==> src/rtl/pipe_adder_pkg.sv <==
// Shared helpers for the pipelined adder: chunk sizing, configuration check
// and the half-adder primitive the ripple chunks are built from.
package adder_pkg;

    function automatic int chunk_w(input int width, input int stages);
        return width / stages;
    endfunction

    function automatic bit chunk_ok(input int width, input int stages);
        return (stages >= 1) && (stages <= width) && ((width % stages) == 0);
    endfunction

    // Returns {carry, sum}
    function automatic logic [1:0] half_add(input logic x, input logic y);
        return {x & y, x ^ y};
    endfunction

endpackage

==> src/rtl/pipe_adder_if.sv <==
// Streaming valid/ready bus for the pipelined adder: operands in, result out.
interface pipe_adder_if #(parameter int WIDTH = 16) ();
    logic             in_valid;
    logic             in_ready;
    logic [WIDTH-1:0] a;
    logic [WIDTH-1:0] b;
    logic             cin;
    logic             out_valid;
    logic             out_ready;
    logic [WIDTH-1:0] sum;
    logic             cout;
    logic             ovf;

    modport master (
        output in_valid, a, b, cin, out_ready,
        input  in_ready, out_valid, sum, cout, ovf
    );

    modport slave (
        input  in_valid, a, b, cin, out_ready,
        output in_ready, out_valid, sum, cout, ovf
    );
endinterface

==> src/rtl/pipe_adder_chunk_adder.sv <==
// Combinational CHUNK-bit ripple adder made of gate-level full adders.
// msb_cin is the carry into the top bit, used for signed overflow.
module chunk_adder
    import adder_pkg::*;
#(
    parameter int CHUNK = 4
) (
    input  logic [CHUNK-1:0] a,
    input  logic [CHUNK-1:0] b,
    input  logic             cin,
    output logic [CHUNK-1:0] sum,
    output logic             cout,
    output logic             msb_cin
);

    logic       carry_s;
    logic [1:0] h1_s;
    logic [1:0] h2_s;

    // Ripple chain: each bit is two half adders with their carries ORed
    always_comb begin
        carry_s = cin;
        msb_cin = cin;
        sum     = '0;
        h1_s    = 2'b00;
        h2_s    = 2'b00;
        for (int i = 0; i < CHUNK; i++) begin
            msb_cin = carry_s;
            h1_s    = half_add(a[i], b[i]);
            h2_s    = half_add(h1_s[0], carry_s);
            sum[i]  = h2_s[0];
            carry_s = h1_s[1] | h2_s[1];
        end
        cout = carry_s;
    end

endmodule

==> src/rtl/pipe_adder.sv <==
// Pipelined WIDTH-bit adder: one CHUNK-bit slice resolved per stage, with
// elastic valid/ready stages so bubbles collapse and stalls back up cleanly.
module pipe_adder
    import adder_pkg::*;
#(
    parameter int WIDTH  = 16,
    parameter int STAGES = 4
) (
    input logic         clk,
    input logic         rst,
    pipe_adder_if.slave bus
);

    localparam int CHUNK = chunk_w(WIDTH, STAGES);

    if (!chunk_ok(WIDTH, STAGES)) begin : bad_cfg
        $error("pipe_adder: STAGES must divide WIDTH and lie in 1..WIDTH");
    end

    logic [STAGES-1:0] v_s;
    logic [STAGES-1:0] adv_s;
    logic              ready_s;

    // Stage k may load when empty or when everything downstream can move
    always_comb begin
        ready_s = bus.out_ready;
        adv_s   = '0;
        for (int k = STAGES - 1; k >= 0; k--) begin
            ready_s  = !v_s[k] || ready_s;
            adv_s[k] = ready_s;
        end
    end

    for (genvar k = 0; k < STAGES; k++) begin : stage
        localparam int REM = WIDTH - k * CHUNK;   // operand bits not yet added
        localparam int LO  = (k + 1) * CHUNK;     // sum bits resolved after this stage

        logic [REM-1:0]   src_a_s;
        logic [REM-1:0]   src_b_s;
        logic             src_c_s;
        logic             src_v_s;
        logic [CHUNK-1:0] part_s;
        logic             carry_s;
        logic             msb_cin_s;
        logic [LO-1:0]    sum_nxt_s;
        logic             v_r;
        logic [LO-1:0]    sum_r;
        logic             c_r;

        if (k == 0) begin : src_in
            assign src_a_s   = bus.a;
            assign src_b_s   = bus.b;
            assign src_c_s   = bus.cin;
            assign src_v_s   = bus.in_valid;
            assign sum_nxt_s = part_s;
        end else begin : src_prev
            assign src_a_s   = stage[k-1].fwd.a_r;
            assign src_b_s   = stage[k-1].fwd.b_r;
            assign src_c_s   = stage[k-1].c_r;
            assign src_v_s   = stage[k-1].v_r;
            assign sum_nxt_s = {part_s, stage[k-1].sum_r};
        end

        chunk_adder #(.CHUNK(CHUNK)) u_chunk (
            .a       (src_a_s[CHUNK-1:0]),
            .b       (src_b_s[CHUNK-1:0]),
            .cin     (src_c_s),
            .sum     (part_s),
            .cout    (carry_s),
            .msb_cin (msb_cin_s)
        );

        assign v_s[k] = v_r;

        // Result bits and carry; cleared when a bubble moves in so an empty
        // final stage always presents zeros
        always_ff @(posedge clk) begin
            if (rst) begin
                v_r   <= 1'b0;
                sum_r <= '0;
                c_r   <= 1'b0;
            end else if (adv_s[k]) begin
                v_r <= src_v_s;
                if (src_v_s) begin
                    sum_r <= sum_nxt_s;
                    c_r   <= carry_s;
                end else begin
                    sum_r <= '0;
                    c_r   <= 1'b0;
                end
            end
        end

        if (k < STAGES - 1) begin : fwd
            logic [REM-CHUNK-1:0] a_r;
            logic [REM-CHUNK-1:0] b_r;

            // Upper operand slices still waiting for their stage
            always_ff @(posedge clk) begin
                if (rst) begin
                    a_r <= '0;
                    b_r <= '0;
                end else if (adv_s[k] && src_v_s) begin
                    a_r <= src_a_s[REM-1:CHUNK];
                    b_r <= src_b_s[REM-1:CHUNK];
                end
            end
        end

        if (k == STAGES - 1) begin : last
            logic ovf_r;

            // Signed overflow: carry into the MSB disagrees with carry out
            always_ff @(posedge clk) begin
                if (rst) begin
                    ovf_r <= 1'b0;
                end else if (adv_s[k]) begin
                    ovf_r <= src_v_s ? (carry_s ^ msb_cin_s) : 1'b0;
                end
            end
        end else begin : mid
            logic unused_msb_s;
            assign unused_msb_s = msb_cin_s;
        end
    end

    assign bus.in_ready  = adv_s[0];
    assign bus.out_valid = stage[STAGES-1].v_r;
    assign bus.sum       = stage[STAGES-1].sum_r;
    assign bus.cout      = stage[STAGES-1].c_r;
    assign bus.ovf       = stage[STAGES-1].last.ovf_r;

endmodule

==> src/flat_wrapper.sv <==
// flat-port wrapper written by rule: the top's interface ports become plain ports
module pipe_adder_flat import adder_pkg::*;
#(
    parameter int WIDTH  = 16,
    parameter int STAGES = 4
)
  (clk, rst, bus_in_valid, bus_a, bus_b, bus_cin, bus_out_ready, bus_in_ready, bus_out_valid, bus_sum, bus_cout, bus_ovf);
  pipe_adder_if #(.WIDTH(WIDTH)) bus_i ();
  input logic clk;
  input logic rst;
  input wire logic [$bits(bus_i.in_valid)-1:0] bus_in_valid;
  input wire logic [$bits(bus_i.a)-1:0] bus_a;
  input wire logic [$bits(bus_i.b)-1:0] bus_b;
  input wire logic [$bits(bus_i.cin)-1:0] bus_cin;
  input wire logic [$bits(bus_i.out_ready)-1:0] bus_out_ready;
  output wire logic [$bits(bus_i.in_ready)-1:0] bus_in_ready;
  output wire logic [$bits(bus_i.out_valid)-1:0] bus_out_valid;
  output wire logic [$bits(bus_i.sum)-1:0] bus_sum;
  output wire logic [$bits(bus_i.cout)-1:0] bus_cout;
  output wire logic [$bits(bus_i.ovf)-1:0] bus_ovf;
  assign bus_i.in_valid = bus_in_valid;
  assign bus_i.a = bus_a;
  assign bus_i.b = bus_b;
  assign bus_i.cin = bus_cin;
  assign bus_i.out_ready = bus_out_ready;
  assign bus_in_ready = bus_i.in_ready;
  assign bus_out_valid = bus_i.out_valid;
  assign bus_sum = bus_i.sum;
  assign bus_cout = bus_i.cout;
  assign bus_ovf = bus_i.ovf;
  pipe_adder #(.WIDTH(WIDTH), .STAGES(STAGES)) u_core (.clk(clk), .rst(rst), .bus(bus_i));
endmodule
==> config.mk <==
export PLATFORM = sky130hd
export DESIGN_NAME = pipe_adder_flat
export DESIGN_NICKNAME = d
export VERILOG_FILES = /design/src/rtl/pipe_adder_pkg.sv /design/src/rtl/pipe_adder_if.sv /design/src/rtl/pipe_adder_chunk_adder.sv /design/src/rtl/pipe_adder.sv /design/src/flat_wrapper.sv
export SDC_FILE = /design/constraint.sdc
export NUM_CORES = 1
export LEC_CHECK = 0
export CORE_MARGIN = 5
export CORE_UTILIZATION = 60
export CTS_CLUSTER_DIAMETER = 120
export CTS_CLUSTER_SIZE = 16
export DETAILED_ROUTE_END_ITERATION = 6
export HOLD_SLACK_MARGIN = 0.08
export PLACE_DENSITY = 0.94
export SYNTH_ARGS = -nofsm -noshare
export SYNTH_HDL_FRONTEND = slang
export SYNTH_SLANG_ARGS = --single-unit
export TNS_END_PERCENT = 100
==> constraint.sdc <==
create_clock -name clk -period 4.6 [get_ports clk]
set_clock_uncertainty 0.2 [all_clocks]
set_input_delay 0.92 -clock clk [delete_from_list [all_inputs] [get_ports clk]]
set_output_delay 0.92 -clock clk [all_outputs]
set_load 0.01 [all_outputs]
==> impl.org, run 1 <==
** Critical path
- Crit Path Class :: input pin to output pin
- Worst path slowest cell :: clkdlybuf4s50_1
- For the worst setup path, the data required time is 3.48 ns.
- Type of destination of the critical path :: output pin
- For this run, the slowest stage of the critical path takes ~0.56 ns.
- Crit path DAT :: between 2 and 2.5 ns
- In this design, the critical path's most frequently occurring cell is clkdlybuf4s50_1.
- CP max FO :: 6
- The critical path goes through clkdlybuf4s50_1, and3b_1, nand2_1, clkdlybuf4s50_1.
- Startpoint Class :: input pin

** Synthesis
- #FFs+latches synth :: between 90 and 100
- By count the netlist is led by 97 x dfxtp_1, 68 x a21oi_1, 66 x nand2_1.
- Syn_nets :: 621
- Post-synth EDFFs :: 0
- Counting distinct cell types in the post-synthesis netlist gives 32.
- Ranking of synthesized cells by area :: dfxtp_1 41%, a21oi_1 7.1%, fa_1 6.7%
- Top-area cell type share of the netlist area :: between 40 and 50%
- Yosys printed 0 warnings.
- Share of the yosys chip area belonging to registers :: 40.5%
- After synthesis, the mean cell area works out to ~8.4 um2.
- dfxtp_1 takes more of the synthesized area than any other cell.
- Area of the mapped netlist :: roughly 4800 um2
- Number of standard cells after synthesis :: around 570
- Fraction of registers with async set or reset after synthesis :: 0%
- Top flip-flop cell by instance count after synthesis :: dfxtp_1
- Most repeated cell in the gate-level netlist after synthesis :: dfxtp_1

** STA
- Number of setup violations in the final report :: 0
- Transition time at the pin with the least slew margin :: ~1.1 ns
- For this run, the top clock speed supported by timing is 291 MHz.
- Unrepaired setup endpoints after global routing :: no
- Ratio of final minimum period to clock period :: between 70% and 80%
- The final count of hold timing violations is 0.
- Number of slew-limit violations in the final report :: 0
- The clock period could shrink to 3.44 ns.
- Rel. slew slack :: between 20 and 30%
- Setup total negative slack :: 0 ns

** Floorplanning
- The floorplan has 32 rows.
- The initial utilization of the core area, before any placement, comes to 61.7%.
- Area of the die :: around 9900 um2
- Width of the die :: ~99 um
- Die height :: about 99 um
- Count of boundary I/O pins :: 57
- Core region area :: approximately 7800 um2

** Route
- 1st-pass router iterations :: 5
- DRC marker count from the first detailed-route iteration :: roughly 310
- Mean routed wirelength per cell :: 15.4 um
- Remaining number of nets flagged by the antenna check after routing :: 0
- After detailed routing, the total wire length is about 11000 um.
- DRC violations left :: 0
- Avg Vias per Cell :: roughly 6.1
- The routed layout has about 4200 vias.

** Placed design
- The congestion estimate from routability-driven global placement came to around 0.8.
- During placement, the flow inserted port buffers numbering 56.
- Detailed-placement wirelength estimate :: about 6700 um
- After detailed placement, the design holds a cell count of 670.

** Cells and area
- Number of standard cells in the final layout excluding fillers :: around 690
- 0 antenna diodes ended up in the layout.
- The post-route netlist has under 10% of its cells at a drive strength greater than 1.
- The net count of the finished layout is 632.
- Once layout is complete, the utilization of the core stands at 69.3%.
- Area added between synthesis and finish :: 12.4%

** Pwr
- In this run, flip-flops and latches consume a little under three fifths of the power.
- IR analysis of the VDD net gives a maximum drop of 0.216 mV.
- Comb pwr share :: a little over a tenth
- In this run, the clock network consumes 33.8% of the power.
- Net switching is 25.2% of the power.
- Internal power comes to between 1 and 1.5 mW.
- For this design the total switching power over the nets is around 0.41 mW.
- For this design the static power due to leakage is about 1.8 nW.
- Power spread over the standard cell area amounts to 301 nW/um2.

** Clock tree
- CTS saw 97 sinks.
- The number of gates resized after CTS was 0.
- H-tree levels :: 3
- Setup fix buffers added after clock tree synthesis :: 0
- Maximum number of buffers from clock root to sink :: 2
- The tree is rooted in a clkbuf_8.
- Clock-pin slew was measured on the worst setup and hold paths at about 0.080 ns.
- For the worst-skew pair, the clock arrives at the later sink with an insertion delay of ~0.37 ns.
- TritonCTS created 9 clock buffers.
- In this run, post-CTS hold repair placed 0 buffers.
- TritonCTS built the clock tree.

** Global routing
- Initial antenna violation count :: 0
- Pin count of the biggest net entering global routing :: ~140
- The first global-routing pass estimated roughly 18000 um of wire.
- After global routing the overflow that remains totals 0.
- Overall Global Routing Usage :: between 20% and 30%
- Number of global-route vias before repair :: roughly 3800

** Flow run
- Across the run, the number of max-cap violations was 0.

** Min path
- The min-delay analysis places its worst path in the category register to register.

** Run status
- The run finished with clean final reports.
-- flip-flops by register name (all words and copies together) (netlist names) --
register,flops
u_core.bus.out_valid,1
u_core.bus.cout,1
u_core.bus.sum,16
u_core.bus.ovf,1
u_core.stage.fwd.b_r,24
u_core.stage.c_r,3
u_core.stage.sum_r,24
u_core.stage.v_r,3
u_core.stage.fwd.a_r,24
-- final timing paths --
check                                      endpoint  slack (ns)  cells past startpoint                        from
worst max-delay path                   bus_in_ready        1.16                      4               bus_out_ready
worst min-delay path              u_core.bus.sum[6]        0.26                      2           u_core.bus.sum[6]
worst max register to register  u_core.stage[1].c_r        1.80                      7  u_core.stage[0].fwd.b_r[0]
worst min register to register    u_core.bus.sum[6]        0.26                      2           u_core.bus.sum[6]
-- stage by stage --
| step | worst slack (ns) | instance area [um2] | power, mW | hold WS, ns |
|---|---|---|---|---|
| 2_1_floorplan | 1.76 | 4790 | 1.03 | 0.232 |
| 3_3_place_gp | 1.17 | 5190 | 1.08 | 0.239 |
| 3_5_place_dp | 1.12 | 5190 | 1.09 | 0.245 |
| 4_1_cts | 1.15 | 5380 | 1.62 | 0.256 |
| 5_1_grt | 1.10 | 5380 | 1.68 | 0.282 |
| 6_report | 1.16 | 5380 | 1.62 | 0.255 |
-- kinds of logic after synthesis --
kind of cell	synth area share, %
and+or+nand+nor	27.5
AOI/OAI and AO/OA	15.6
DFF	40.5
buffers and inverters	9.06
adders and majority gates	6.69
muxes	0.418
xor gates and xnor gates	0.183
-- cell usage in the layout (no fill, tap or decap), drive strengths merged, types with 4 or more instances in the layout --
cell type	n
a21oi	68
buf	8
clkbuf	12
clkdlybuf4s50	55
dfxtp	97
fa	16
inv	28
nand2	66
nand2b	5
nand3	56
nand4b	27
nor2	5
nor2b	4
nor3	18
nor3b	18
o21ai	26
o311ai	6
o32a	6
o32ai	18
or3	32
-- metal layers --
layer  wire [um]  share of wire, %  global-route usage, %
met5           0                 0                      0
met1        4670                44                   29.5
met2        5050                48                   34.4
met4         224               2.1                   8.93
met3         638               6.0                   3.30
-- power by group through the flow --
stage / Sequential [mW] / Combinational (mW) / Clock [mW]
6_report: 0.898 / 0.175 / 0.547
3_3_place_gp: 0.913 / 0.164 / 0
3_5_place_dp: 0.916 / 0.172 / 0
5_1_grt: 0.901 / 0.195 / 0.581
4_1_cts: 0.897 / 0.173 / 0.551
2_1_floorplan: 0.908 / 0.121 / 0
-- final cells by class --
cell class / instances / area (um2)
Clock buffer: 12 / 135
Clock inverter: 4 / 52.6
Fill cell: 603 / 2380
Inverter: 27 / 101
Multi-Input combinational cell: 381 / 2410
Sequential cell: 97 / 1940
Tap cell: 102 / 128
Timing Repair Buffer: 63 / 611
-- critical path: cells and delay by family --
kind	cells	cell delay, ns
buf+inv	2	1.10
simple gates	2	0.29
Power figures use the tool's default switching activity.
==> run 2, diff against run 1 <==
Settings changed: CORE_UTILIZATION 60 to 56, PLACE_DENSITY 0.94 to 0.89.
Clock period 4.6 ns to 3.47 ns, I/O delays scaled along.
==> impl.org, run 2 (synthesis gave the netlist of run 1 again) <==
** Route
- 1st-pass router iterations :: 5 (unchanged)
- The sum of routed wire length over all layers came to 10500 um (was 10600 um).
- DRC violations left :: 0 (unchanged)
- The average detailed-routed wire length per instance was 15.1 um (was 15.4 um).
- Via Count :: 4173 (was 4165)
- The final antenna-violating net count is 0 (unchanged).
- Avg Vias per Cell :: 6.02 (was 6.07)
- The violation count after the first detailed-routing iteration was 337 (was 313).

** Critical path
- Worst reg2reg path depth :: 7 (unchanged)
- The sort of element at the end of the critical path was an output pin (unchanged).
- The worst-path maximum fanout is 6 (unchanged).
- The category of the most critical setup path was input pin to output pin (unchanged).
- The endpoint arrival time on the critical path was 2.11 ns (was 2.32 ns).
- The element type at the critical path start is an input pin (unchanged).
- The required time at the worst-slack endpoint is 2.58 ns (was 3.48 ns).

** Global routing
- The via count of the first global-routing pass was 3776 (was 3824).
- Overall Global Routing Usage :: 20.7% (was 21.6%)
- Pin count of the biggest net entering global routing :: 58 (was 135)
- GRT Residual Overflow :: 0 (unchanged)
- Global-route wire length before repair :: 17800 um (about the same)
- Initial antenna violation count :: 0 (unchanged)

** Placed design
- Weighted congestion reported at the end of routability-driven placement :: 0.816 (was 0.805)
- The cell count after placement was 677 (was 670).
- The number of port buffers was 56 (unchanged).
- Setup WS pre-CTS :: 0.226 ns (was 1.12 ns)
- The cell area reported after detailed placement came to 5240 um2 (was 5190 um2).
- The detailed placement HPWL is 6820 um (was 6670 um).

** Flow run
- MaxCap Viol Count :: 0 (unchanged)

** Clock tree
- The total clock buffers created by CTS came to 9 (unchanged).
- Quantity of gates resized following cts :: 0 (unchanged)
- Clock-pin slew on the worst setup and hold paths :: 0.10 ns (was 0.08 ns)
- The clock sink count was 97 (unchanged).
- CTS tree :: built (unchanged)
- The post-CTS setup-driven buffer insertion count is 0 (unchanged).
- The quantity of hold-fixing buffers added after cts was 0 (unchanged).
- Maximum number of buffers from clock root to sink :: 2 (unchanged)
- The H-tree depth reported by CTS was 3 (unchanged).
- The insertion delay of the later-clocked pin in the worst-skew pair was 0.38 ns (was 0.37 ns).
- The root buffer cell is clkbuf_8 (unchanged).

** Min path
- Hold/Removal Path Class :: register to register (unchanged)
- The worst hold path stage count was 2 (unchanged).

** Cells and area
- The final non-filler cell total was 693 (was 686).
- Post-layout util :: 65.8% (was 69.3%)
- The area of all placed cells without fillers came to 5440 um2 (was 5380 um2).
- Biggest registers after layout :: u_core.stage.fwd.a_r: 24 flops, u_core.stage.fwd.b_r: 24 flops, u_core.stage.sum_r: 24 flops (unchanged)
- Leading cell types in the layout, fill and taps excluded: 97 x dfxtp_1, 68 x a21oi_1, 66 x nand2_1 (unchanged).
- The share of post-route cells with drive strength above 1 came to 4.93% (was 3.77%).
- The total inserted antenna cells came to 0 (unchanged).
- Area added between synthesis and finish :: 13.5% (was 12.4%)
- Number of nets at the end of the flow :: 636 (was 632)
- Most common cell after layout, fill and taps aside :: dfxtp_1 (unchanged)

** Run status
- Status: finished clean (unchanged).

** STA
- The sum of negative setup slack came to 0 ns (unchanged).
- The hold slack was 0.257 ns (was 0.255 ns).
- The slew of the pin with the lowest slew margin was 0.858 ns (was 1.12 ns).
- Number of setup violations in the final report :: 0 (unchanged)
- The clock period could shrink to roughly 3.0 ns.
- Peak Freq :: 333 MHz
- The count of pins over their slew limit came to 0 (unchanged).
- The slack of the critical path is 0.469 ns (was 1.16 ns).
- Of the available clock period, the critical path in the final layout requires approximately 86%.
- Unrepaired setup endpoints after global routing :: no (unchanged)
- The worst-case headroom to the max-slew limit came to 42.7% (was 25.3%).
- Count of endpoints failing hold in the final timing report :: 0 (unchanged)

** Floorplanning
- The initial cell density of the core came to 58.0% (was 61.7%).
- Area of the die :: 10500 um2 (was 9870 um2)
- The die height is 102 um (was 99.3 um).
- The width of the chip was 102 um (was 99.3 um).
- The floorplan row count was 33 (was 32).
- Core region area :: 8260 um2 (was 7770 um2)
- The number of placed I/O pins came to 57 (unchanged).

** Pwr
- The total chip power came to 2.16 mW (was 1.62 mW).
- The static leakage power was 1.80 nW (was 1.78 nW).
- PD cells :: 397 nW/um2 (was 301 nW/um2)
- The peak supply drop is 0.343 mV (was 0.216 mV).
-- run 2: cell type report --
| type | count | area [um2] |
|---|---|---|
| clock inverters | 7 | 72.6 |
| multi-input cells | 381 | 2410 |
| clock buffers | 9 | 124 |
| flip-flops and latches | 97 | 1940 |
| fillers | 673 | 2820 |
| repair buffers | 67 | 653 |
| well taps | 105 | 131 |
| inverters | 27 | 101 |
-- run 2: metal layers --
layer,track usage (%),up-vias,part of all wire (%)
li1,-,2039,-
met1,29.4,1986,45
met5,0,-,0
met3,5.19,10,6.4
met4,5.05,0,0.91
met2,31.8,138,47
-- run 2: report_power, final --
part	total [mW]	switching (mW)	internal (mW)
Combinational	0.236	0.122	0.113
Sequential	1.19	0.0311	1.16
Clock	0.732	0.449	0.283
Total	2.16	0.603	1.55
-- run 2: final timing paths --
kind | startpoint | endpoint | slack [ns]
min | u_core.bus.sum[12] | u_core.bus.sum[12] | 0.26
max | bus_out_ready | bus_in_ready | 0.47
max reg2reg | u_core.stage[0].fwd.a_r[0] | u_core.stage[1].sum_r[7] | 0.65
min reg2reg | u_core.bus.sum[12] | u_core.bus.sum[12] | 0.26
-- run 2: critical path: stages --
cell             delay (ns)
clkdlybuf4s50_1        0.56
and3b_1                0.22
nand2_1                0.09
clkdlybuf4s50_1        0.54
